<file path="config.mk">
export PLATFORM = sky130hd
export DESIGN_NAME = cdb_writeback_arbiter
export DESIGN_NICKNAME = d
export VERILOG_FILES = /design/src/rtl/gpu_pkg.sv /design/src/rtl/wb_fifo.sv /design/src/rtl/cdb_writeback_arbiter.sv
export SDC_FILE = /design/constraint.sdc
export NUM_CORES = 2
export LEC_CHECK = 0
export ABC_AREA = 1
export ABC_CLOCK_PERIOD_IN_PS = 16800
export BUFFER_PORTS_ARGS = -buffer_cell sky130_fd_sc_hd__buf_2
export CAP_MARGIN = 20
export CORE_AREA = 2 2 325 327
export DETAILED_ROUTE_END_ITERATION = 8
export DIE_AREA = 0 0 327 329
export HOLD_SLACK_MARGIN = 0.12
export PLACE_DENSITY_LB_ADDON = 0.2
export SETUP_SLACK_MARGIN = 0.15
export SLEW_MARGIN = 20
export SYNTH_ARGS = -nofsm -noshare
export SYNTH_HDL_FRONTEND = slang
export SYNTH_SLANG_ARGS = --single-unit
</file>
<file path="constraint.sdc">
create_clock -name clk -period 16.8 [get_ports clk]
set_input_delay 4.2 -clock clk [delete_from_list [all_inputs] [get_ports clk]]
set_output_delay 4.2 -clock clk [all_outputs]
set_load 0.03 [all_outputs]
</file>
<file path="src/rtl/gpu_pkg.sv">
// Shared GPU core definitions for the writeback path.
// Holds warp/scoreboard/register geometry, the writeback request payload
// and the one-hot warp decode used by the scoreboard clear interface.
package gpu_pkg;

    localparam int unsigned NUM_WARPS  = 8;
    localparam int unsigned WARP_ID_W  = 3;
    localparam int unsigned SCB_ID_W   = 2;
    localparam int unsigned REG_ID_W   = 5;
    localparam int unsigned NUM_LANES  = 8;
    localparam int unsigned DATA_W     = NUM_LANES * 32;

    // MEM-side writeback buffer geometry (depth must be a power of 2)
    localparam int unsigned FIFO_DEPTH = 4;
    localparam int unsigned FIFO_PTR_W = $clog2(FIFO_DEPTH);
    localparam int unsigned FIFO_CNT_W = FIFO_PTR_W + 1;

    // One register-file writeback plus the scoreboard entry it retires
    typedef struct packed {
        logic [WARP_ID_W-1:0] warp_id;
        logic [SCB_ID_W-1:0]  scb_id;
        logic [REG_ID_W-1:0]  dst;
        logic [NUM_LANES-1:0] mask;
        logic [DATA_W-1:0]    data;
    } wb_req_t;

    // One-hot warp select, all-zero when not enabled
    function automatic logic [NUM_WARPS-1:0] warp_onehot(
        input logic [WARP_ID_W-1:0] warp_id,
        input logic                 en
    );
        logic [NUM_WARPS-1:0] v;
        v = '0;
        if (en) begin
            v[warp_id] = 1'b1;
        end
        return v;
    endfunction

endpackage

</file>
<file path="src/rtl/wb_fifo.sv">
// Synchronous FIFO of writeback requests buffering MEM results while the
// ALU owns the CDB. Head entry is presented combinationally.
//
// Ports:
//   clk, rst     clock, asynchronous active-low reset (clears pointers/count)
//   i_push       enqueue i_din (ignored when full)
//   i_pop        dequeue head (ignored when empty)
//   i_din        request to enqueue
//   o_dout_c     current head entry (valid when !o_empty_c)
//   o_count      registered occupancy, 0..FIFO_DEPTH
//   o_full_c     occupancy == FIFO_DEPTH
//   o_empty_c    occupancy == 0
module wb_fifo
    import gpu_pkg::*;
(
    input  logic                  clk,
    input  logic                  rst,
    input  logic                  i_push,
    input  logic                  i_pop,
    input  wb_req_t               i_din,
    output wb_req_t               o_dout_c,
    output logic [FIFO_CNT_W-1:0] o_count,
    output logic                  o_full_c,
    output logic                  o_empty_c
);

    wb_req_t               r_mem [FIFO_DEPTH];
    logic [FIFO_PTR_W-1:0] r_wr_ptr;
    logic [FIFO_PTR_W-1:0] r_rd_ptr;
    logic [FIFO_CNT_W-1:0] r_count;

    logic                  w_push;
    logic                  w_pop;

    // Full/empty come from the registered count only
    assign o_full_c  = (r_count == FIFO_CNT_W'(FIFO_DEPTH));
    assign o_empty_c = (r_count == '0);
    assign o_count   = r_count;
    assign o_dout_c  = r_mem[r_rd_ptr];

    assign w_push = i_push & ~o_full_c;
    assign w_pop  = i_pop  & ~o_empty_c;

    // Payload storage; contents are meaningless once the pointers reset
    always_ff @(posedge clk) begin
        if (w_push) begin
            r_mem[r_wr_ptr] <= i_din;
        end
    end

    // Pointers wrap naturally because the depth is a power of 2
    always_ff @(posedge clk or negedge rst) begin
        if (!rst) begin
            r_wr_ptr <= '0;
            r_rd_ptr <= '0;
            r_count  <= '0;
        end else begin
            if (w_push) begin
                r_wr_ptr <= r_wr_ptr + FIFO_PTR_W'(1);
            end
            if (w_pop) begin
                r_rd_ptr <= r_rd_ptr + FIFO_PTR_W'(1);
            end
            case ({w_push, w_pop})
                2'b10:   r_count <= r_count + FIFO_CNT_W'(1);
                2'b01:   r_count <= r_count - FIFO_CNT_W'(1);
                default: r_count <= r_count;
            endcase
        end
    end

endmodule

</file>
<file path="src/rtl/cdb_writeback_arbiter.sv">
// Common data bus writeback arbiter. Merges ALU and MEM completions into
// one registered writeback per cycle, driving the register-file write and
// the per-warp scoreboard clear pair in the same cycle. The ALU cannot
// stall and always wins; MEM results queue in a small FIFO and drain in
// order whenever the ALU is idle.
//
// Build option: define CDB_BYPASS_EN to let a MEM result skip the empty
// FIFO and reach the output register one cycle after acceptance.
//
// Ports:
//   clk, rst                 clock, asynchronous active-low reset
//   alu_*                    ALU result (valid, warp, scb entry, dst, mask, data)
//   mem_valid / mem_ready    MEM result handshake; mem_* carry the payload
//   cdb_*                    registered writeback (valid, warp, dst, mask, data)
//   clear_valid_regwr        one-hot per-warp scoreboard clear
//   clear_scb_id_regwr       scoreboard entry being cleared
//   fifo_count               MEM buffer occupancy
module cdb_writeback_arbiter
    import gpu_pkg::*;
(
    input  logic                  clk,
    input  logic                  rst,

    input  logic                  alu_valid,
    input  logic [WARP_ID_W-1:0]  alu_warp_id,
    input  logic [SCB_ID_W-1:0]   alu_scb_id,
    input  logic [REG_ID_W-1:0]   alu_dst,
    input  logic [NUM_LANES-1:0]  alu_mask,
    input  logic [DATA_W-1:0]     alu_data,

    input  logic                  mem_valid,
    output logic                  mem_ready,
    input  logic [WARP_ID_W-1:0]  mem_warp_id,
    input  logic [SCB_ID_W-1:0]   mem_scb_id,
    input  logic [REG_ID_W-1:0]   mem_dst,
    input  logic [NUM_LANES-1:0]  mem_mask,
    input  logic [DATA_W-1:0]     mem_data,

    output logic                  cdb_valid,
    output logic [WARP_ID_W-1:0]  cdb_warp_id,
    output logic [REG_ID_W-1:0]   cdb_dst,
    output logic [NUM_LANES-1:0]  cdb_mask,
    output logic [DATA_W-1:0]     cdb_data,

    output logic [NUM_WARPS-1:0]  clear_valid_regwr,
    output logic [SCB_ID_W-1:0]   clear_scb_id_regwr,

    output logic [FIFO_CNT_W-1:0] fifo_count
);

    wb_req_t               w_alu_req;
    wb_req_t               w_mem_req;
    wb_req_t               w_head_req;
    wb_req_t               w_sel_req;
    logic                  w_sel_valid;
    logic                  w_mem_acc;
    logic                  w_bypass;
    logic                  w_push;
    logic                  w_pop;
    logic                  w_fifo_full;
    logic                  w_fifo_empty;
    logic [FIFO_CNT_W-1:0] w_fifo_count;

    wb_req_t               r_cdb;
    logic                  r_cdb_valid;
    logic [NUM_WARPS-1:0]  r_clear_valid;
    logic [SCB_ID_W-1:0]   r_clear_scb;

    assign w_alu_req = '{warp_id: alu_warp_id, scb_id: alu_scb_id, dst: alu_dst,
                         mask: alu_mask, data: alu_data};
    assign w_mem_req = '{warp_id: mem_warp_id, scb_id: mem_scb_id, dst: mem_dst,
                         mask: mem_mask, data: mem_data};

    // Ready depends only on registered occupancy: a same-cycle dequeue
    // does not reopen a full buffer, which keeps mem_ready off any comb path.
    assign mem_ready = ~w_fifo_full;
    assign w_mem_acc = mem_valid & mem_ready;

`ifdef CDB_BYPASS_EN
    // Idle ALU and nothing buffered: MEM result goes straight to the CDB
    assign w_bypass = w_mem_acc & w_fifo_empty & ~alu_valid;
`else
    assign w_bypass = 1'b0;
`endif

    // Writeback source select: ALU, then FIFO head, then (optionally) bypass
    always_comb begin
        w_sel_valid = 1'b0;
        w_sel_req   = '0;
        w_pop       = 1'b0;
        w_push      = w_mem_acc;
        if (alu_valid) begin
            w_sel_valid = 1'b1;
            w_sel_req   = w_alu_req;
        end else if (!w_fifo_empty) begin
            w_sel_valid = 1'b1;
            w_sel_req   = w_head_req;
            w_pop       = 1'b1;
        end else if (w_bypass) begin
            w_sel_valid = 1'b1;
            w_sel_req   = w_mem_req;
            w_push      = 1'b0;
        end
    end

    wb_fifo u_wb_fifo (
        .clk       (clk),
        .rst       (rst),
        .i_push    (w_push),
        .i_pop     (w_pop),
        .i_din     (w_mem_req),
        .o_dout_c  (w_head_req),
        .o_count   (w_fifo_count),
        .o_full_c  (w_fifo_full),
        .o_empty_c (w_fifo_empty)
    );

    // CDB and scoreboard clear registered together; idle cycles carry zeros
    always_ff @(posedge clk or negedge rst) begin
        if (!rst) begin
            r_cdb_valid   <= 1'b0;
            r_cdb         <= '0;
            r_clear_valid <= '0;
            r_clear_scb   <= '0;
        end else begin
            r_cdb_valid   <= w_sel_valid;
            r_cdb         <= w_sel_req;
            r_clear_valid <= warp_onehot(w_sel_req.warp_id, w_sel_valid);
            r_clear_scb   <= w_sel_req.scb_id;
        end
    end

    assign cdb_valid          = r_cdb_valid;
    assign cdb_warp_id        = r_cdb.warp_id;
    assign cdb_dst            = r_cdb.dst;
    assign cdb_mask           = r_cdb.mask;
    assign cdb_data           = r_cdb.data;
    assign clear_valid_regwr  = r_clear_valid;
    assign clear_scb_id_regwr = r_clear_scb;
    assign fifo_count         = w_fifo_count;

endmodule

</file>
==> metrics.md <==
| Metric | Value |
|---|---|
| Status | `finished clean` |
| Final Critical Period | `6.93 ns` |
| PostCTS Resize Cnt | `0` |
| Placed insts | `5913` |
| YS warnings | `0` |
| CTS Buf Count | `142` |
| Main combinational cell family by area after synthesis | `simple AND/OR/NAND/NOR gates` |
| Drt drc | `0` |
| Reg2reg path depth | `6` |
| R2r endpoint | `u_wb_fifo.r_mem[1][103]` |
| Synth area leaders | `edfxtp_1, dfrtp_1, nand2_1` |
| Postcts setup bufs | `0` |
| Gr ovfl total | `0` |
| Final Hold Viols | `0` |
| WL final | `128 mm` |
| Worst vdd rail ir drop | `0.149 mV` |
| Final nets | `5225` |
| 1st-pass router iterations | `5` |
| Multi-input combinational cell area | `9920 um2` |
| # setup viols final | `0` |
| Worst slew pin tran | `1.21 ns` |
| Max stage delay on crit path | `0.91 ns` |
| R2R Path Start | `u_wb_fifo.o_count[0]` |
| Vias/cell | `5.30` |
| Hold_buf cts | `0` |
| Layout area overhead | `18.8%` |
| Fmax | `144 MHz` |
| Buf/Inv on CP | `3` |
| WL/cell | `20.6 um` |
| Clk_lat worst skew | `0.75 ns` |
| CP Class | `input pin to flip-flop` |
| Synth Area in Compound Gates | `8.68%` |
| Share of cells above drive strength 1 | `22.7%` |
| Largest net degree at the start of global routing | `274` |
| Clock sinks | `1386` |
| Most common cell after layout, fill and taps aside | `edfxtp_1` |
| IO buf count | `838` |
| CTS Buffer Depth | `3` |
| Reg area | `40200 um2` |
| Most frequent cells in the layout | `edfxtp_1, nand2_1, buf_2` |
| DP Wirelength | `76.3 mm` |
| Netlist cell types | `26` |
| Placed cell areas | `56500 um2` |
| Crit path DAT | `7.29 ns` |
| Vias in the first global route | `31800` |
| Most frequent CP cell | `buf_4` |
| Post-synthesis average cell area | `13.2 um2` |
| Flops & latches, synth | `1386` |
| GRT Total Usage | `23.1%` |
| Min-delay src | `u_wb_fifo.o_count[0]` |
| CP Data Required Time | `17.16 ns` |
| Die width | `327 um` |
| Static leakage | `24.0 nW` |
| CP top delay family | `buffers and inverters` |
| Non-Filler Instances | `6207` |
| Count of pins over their slew limit | `0` |
| Starting Density | `49.3%` |
| Period utilization | `41.3%` |
| Clock Skew | `0.0316 ns` |
| Worst setup EP type | `flip-flop` |
| Die Footprint | `108000 um2` |
| Hold endpoint | `u_wb_fifo.o_count[0]` |
| Min-Delay Path Depth | `1` |
| Cells along the critical path | `buf_2, nand2_1, nor2_4, buf_4, buf_4` |
| Post-synthesis mux area share | `0%` |
| Post-route cell area | `61100 um2` |
| Vias | `32900` |
| Post-synthesis sequential area ratio | `78.0%` |
| Adder-cell share of the synthesized area | `0.160%` |
| Gate Count Post-Synth | `3893` |
| RSZ-0062 raised after global routing | `false` |
| Drt initial violations | `2866` |
| Die height | `329 um` |
| Max-Cap Viols | `0` |
| Io pins | `839` |
| Slew headroom | `19.2%` |
| Net Count, Synth | `4451` |
| Post-Synth XOR/XNOR Area | `0.0681%` |
| Max H-tree Level | `4` |
| Min-Delay Path Class | `flip-flop to flip-flop` |
| Top-area cell type share of the netlist area | `63.9%` |
| # rows | `119` |
| CTS Root Cell | `clkbuf_16` |
| Routed Antenna Nets | `0` |
| Largest area contributor in the netlist | `edfxtp_1` |
| Clock Pin Slew Worst Setup and Hold Paths | `0.06 ns` |
| Mapped Area | `51500 um2` |
| PwrDens | `183 nW/um2` |
| CP Max Fanout | `62` |
| Setup total negative slack | `0 ns` |
| Simple-gate share of the synthesized area | `10.3%` |
| Slowest-stage cell, CP | `nor2_4` |
| Layout filler cell count | `8346` |
| Worst Setup Start Kind | `input pin` |
| Reg2reg setup slack | `12.71 ns` |
| First-pass GRT wire length | `189 mm` |
| Antenna violations before repair | `64` |
| Routability Congestion | `0.812` |
| CTS tree | `built` |
| Fin util | `58.6%` |
| Core area | `104000 um2` |
worst reg2reg max path, cell delays in order, from the launching register on:
cell,delay (ns)
dfrtp_1,0.41
nor2_1,0.12
nand2_1,0.13
nand2_1,0.35
nor2_4,0.91
buf_4,0.87
buf_4,0.87
cell type report:
class,instances,share of cell area [%]
flip-flops and latches,1386,65.7
multi-input cells,2241,16.2
repair buffers,873,7.50
clock buffers,211,6.64
well taps,1391,2.85
clock inverters,54,0.776
inverters,23,0.180
diodes,28,0.115
registers in the layout, summed over array words and instances (netlist names), 3 cells and up:
register           flops
clear_valid_regwr      8
u_wb_fifo.o_count      3
u_wb_fifo.r_mem     1096
cdb_mask               8
cdb_data             256
cdb_warp_id            3
cdb_dst                5
kinds of logic (layout without fill, tap and decap cells):
family	count (synthesis)	in the layout
xor gates and xnor gates	4	4
and+or+nand+nor	1409	1409
DFF	1386	1386
adders and majority gates	6	6
other	0	28
buffers and inverters	266	1161
AOI/OAI and AO/OA	822	822
through the flow:
stage / worst slack, ns / hold slack [ns] / total power, W
finish: 9.87 / 0.543 / 0.0112
detailed placement: 9.09 / 0.526 / 0.00824
CTS: 9.90 / 0.540 / 0.0113
global placement: 9.13 / 0.533 / 0.00820
floorplan: 0.134 / 0.557 / 0.00736
global route: 9.71 / 0.571 / 0.0118
power by group:
part | leakage [nW] | switching (W) | internal, W
sequential | 13.6 | 0.000236 | 0.00456
combinational | 8.23 | 0.00250 | 0.000857
clock | 2.22 | 0.00129 | 0.00175
total | 24.0 | 0.00403 | 0.00716
per-layer routing:
metal / global-route usage [%] / vias up / wire length [um]
met5: 0 / - / 372
met2: 38.6 / 1089 / 64400
met4: 8.17 / 62 / 3450
met3: 5.46 / 256 / 8620
met1: 29.6 / 16100 / 50800
li1: - / 15400 / -
worst max-delay path by stage:
| stage | cells past startpoint | endpoint | start |
|---|---|---|---|
| after global placement | 5 | u_wb_fifo.r_mem[1][104] | mem_valid |
| after detailed placement | 5 | u_wb_fifo.r_mem[1][95] | mem_valid |
| after CTS | 5 | u_wb_fifo.r_mem[1][103] | mem_valid |
| final | 5 | u_wb_fifo.r_mem[1][103] | mem_valid |
| after global routing | 5 | u_wb_fifo.r_mem[1][93] | mem_valid |
| after floorplan | 2 | u_wb_fifo.r_mem[0][0] | mem_valid |
synth_stat cells:
library cell	number
nand2_2	1
a21oi_4	1
o22ai_1	271
clkbuf_2	2
inv_2	1
buf_8	1
buf_6	37
clkbuf_1	110
inv_6	1
o21ai_1	72
ha_1	5
xnor2_1	1
nand3_1	5
dfrtp_1	290
o21ai_0	474
buf_4	4
nand3b_1	1
a21oi_1	3
xor2_1	3
fa_1	1
edfxtp_1	1096
buf_2	89
nand2_1	842
a21boi_1	1
nor2_1	560
inv_1	21
Note: power is estimated with default switching activity, not from simulation.
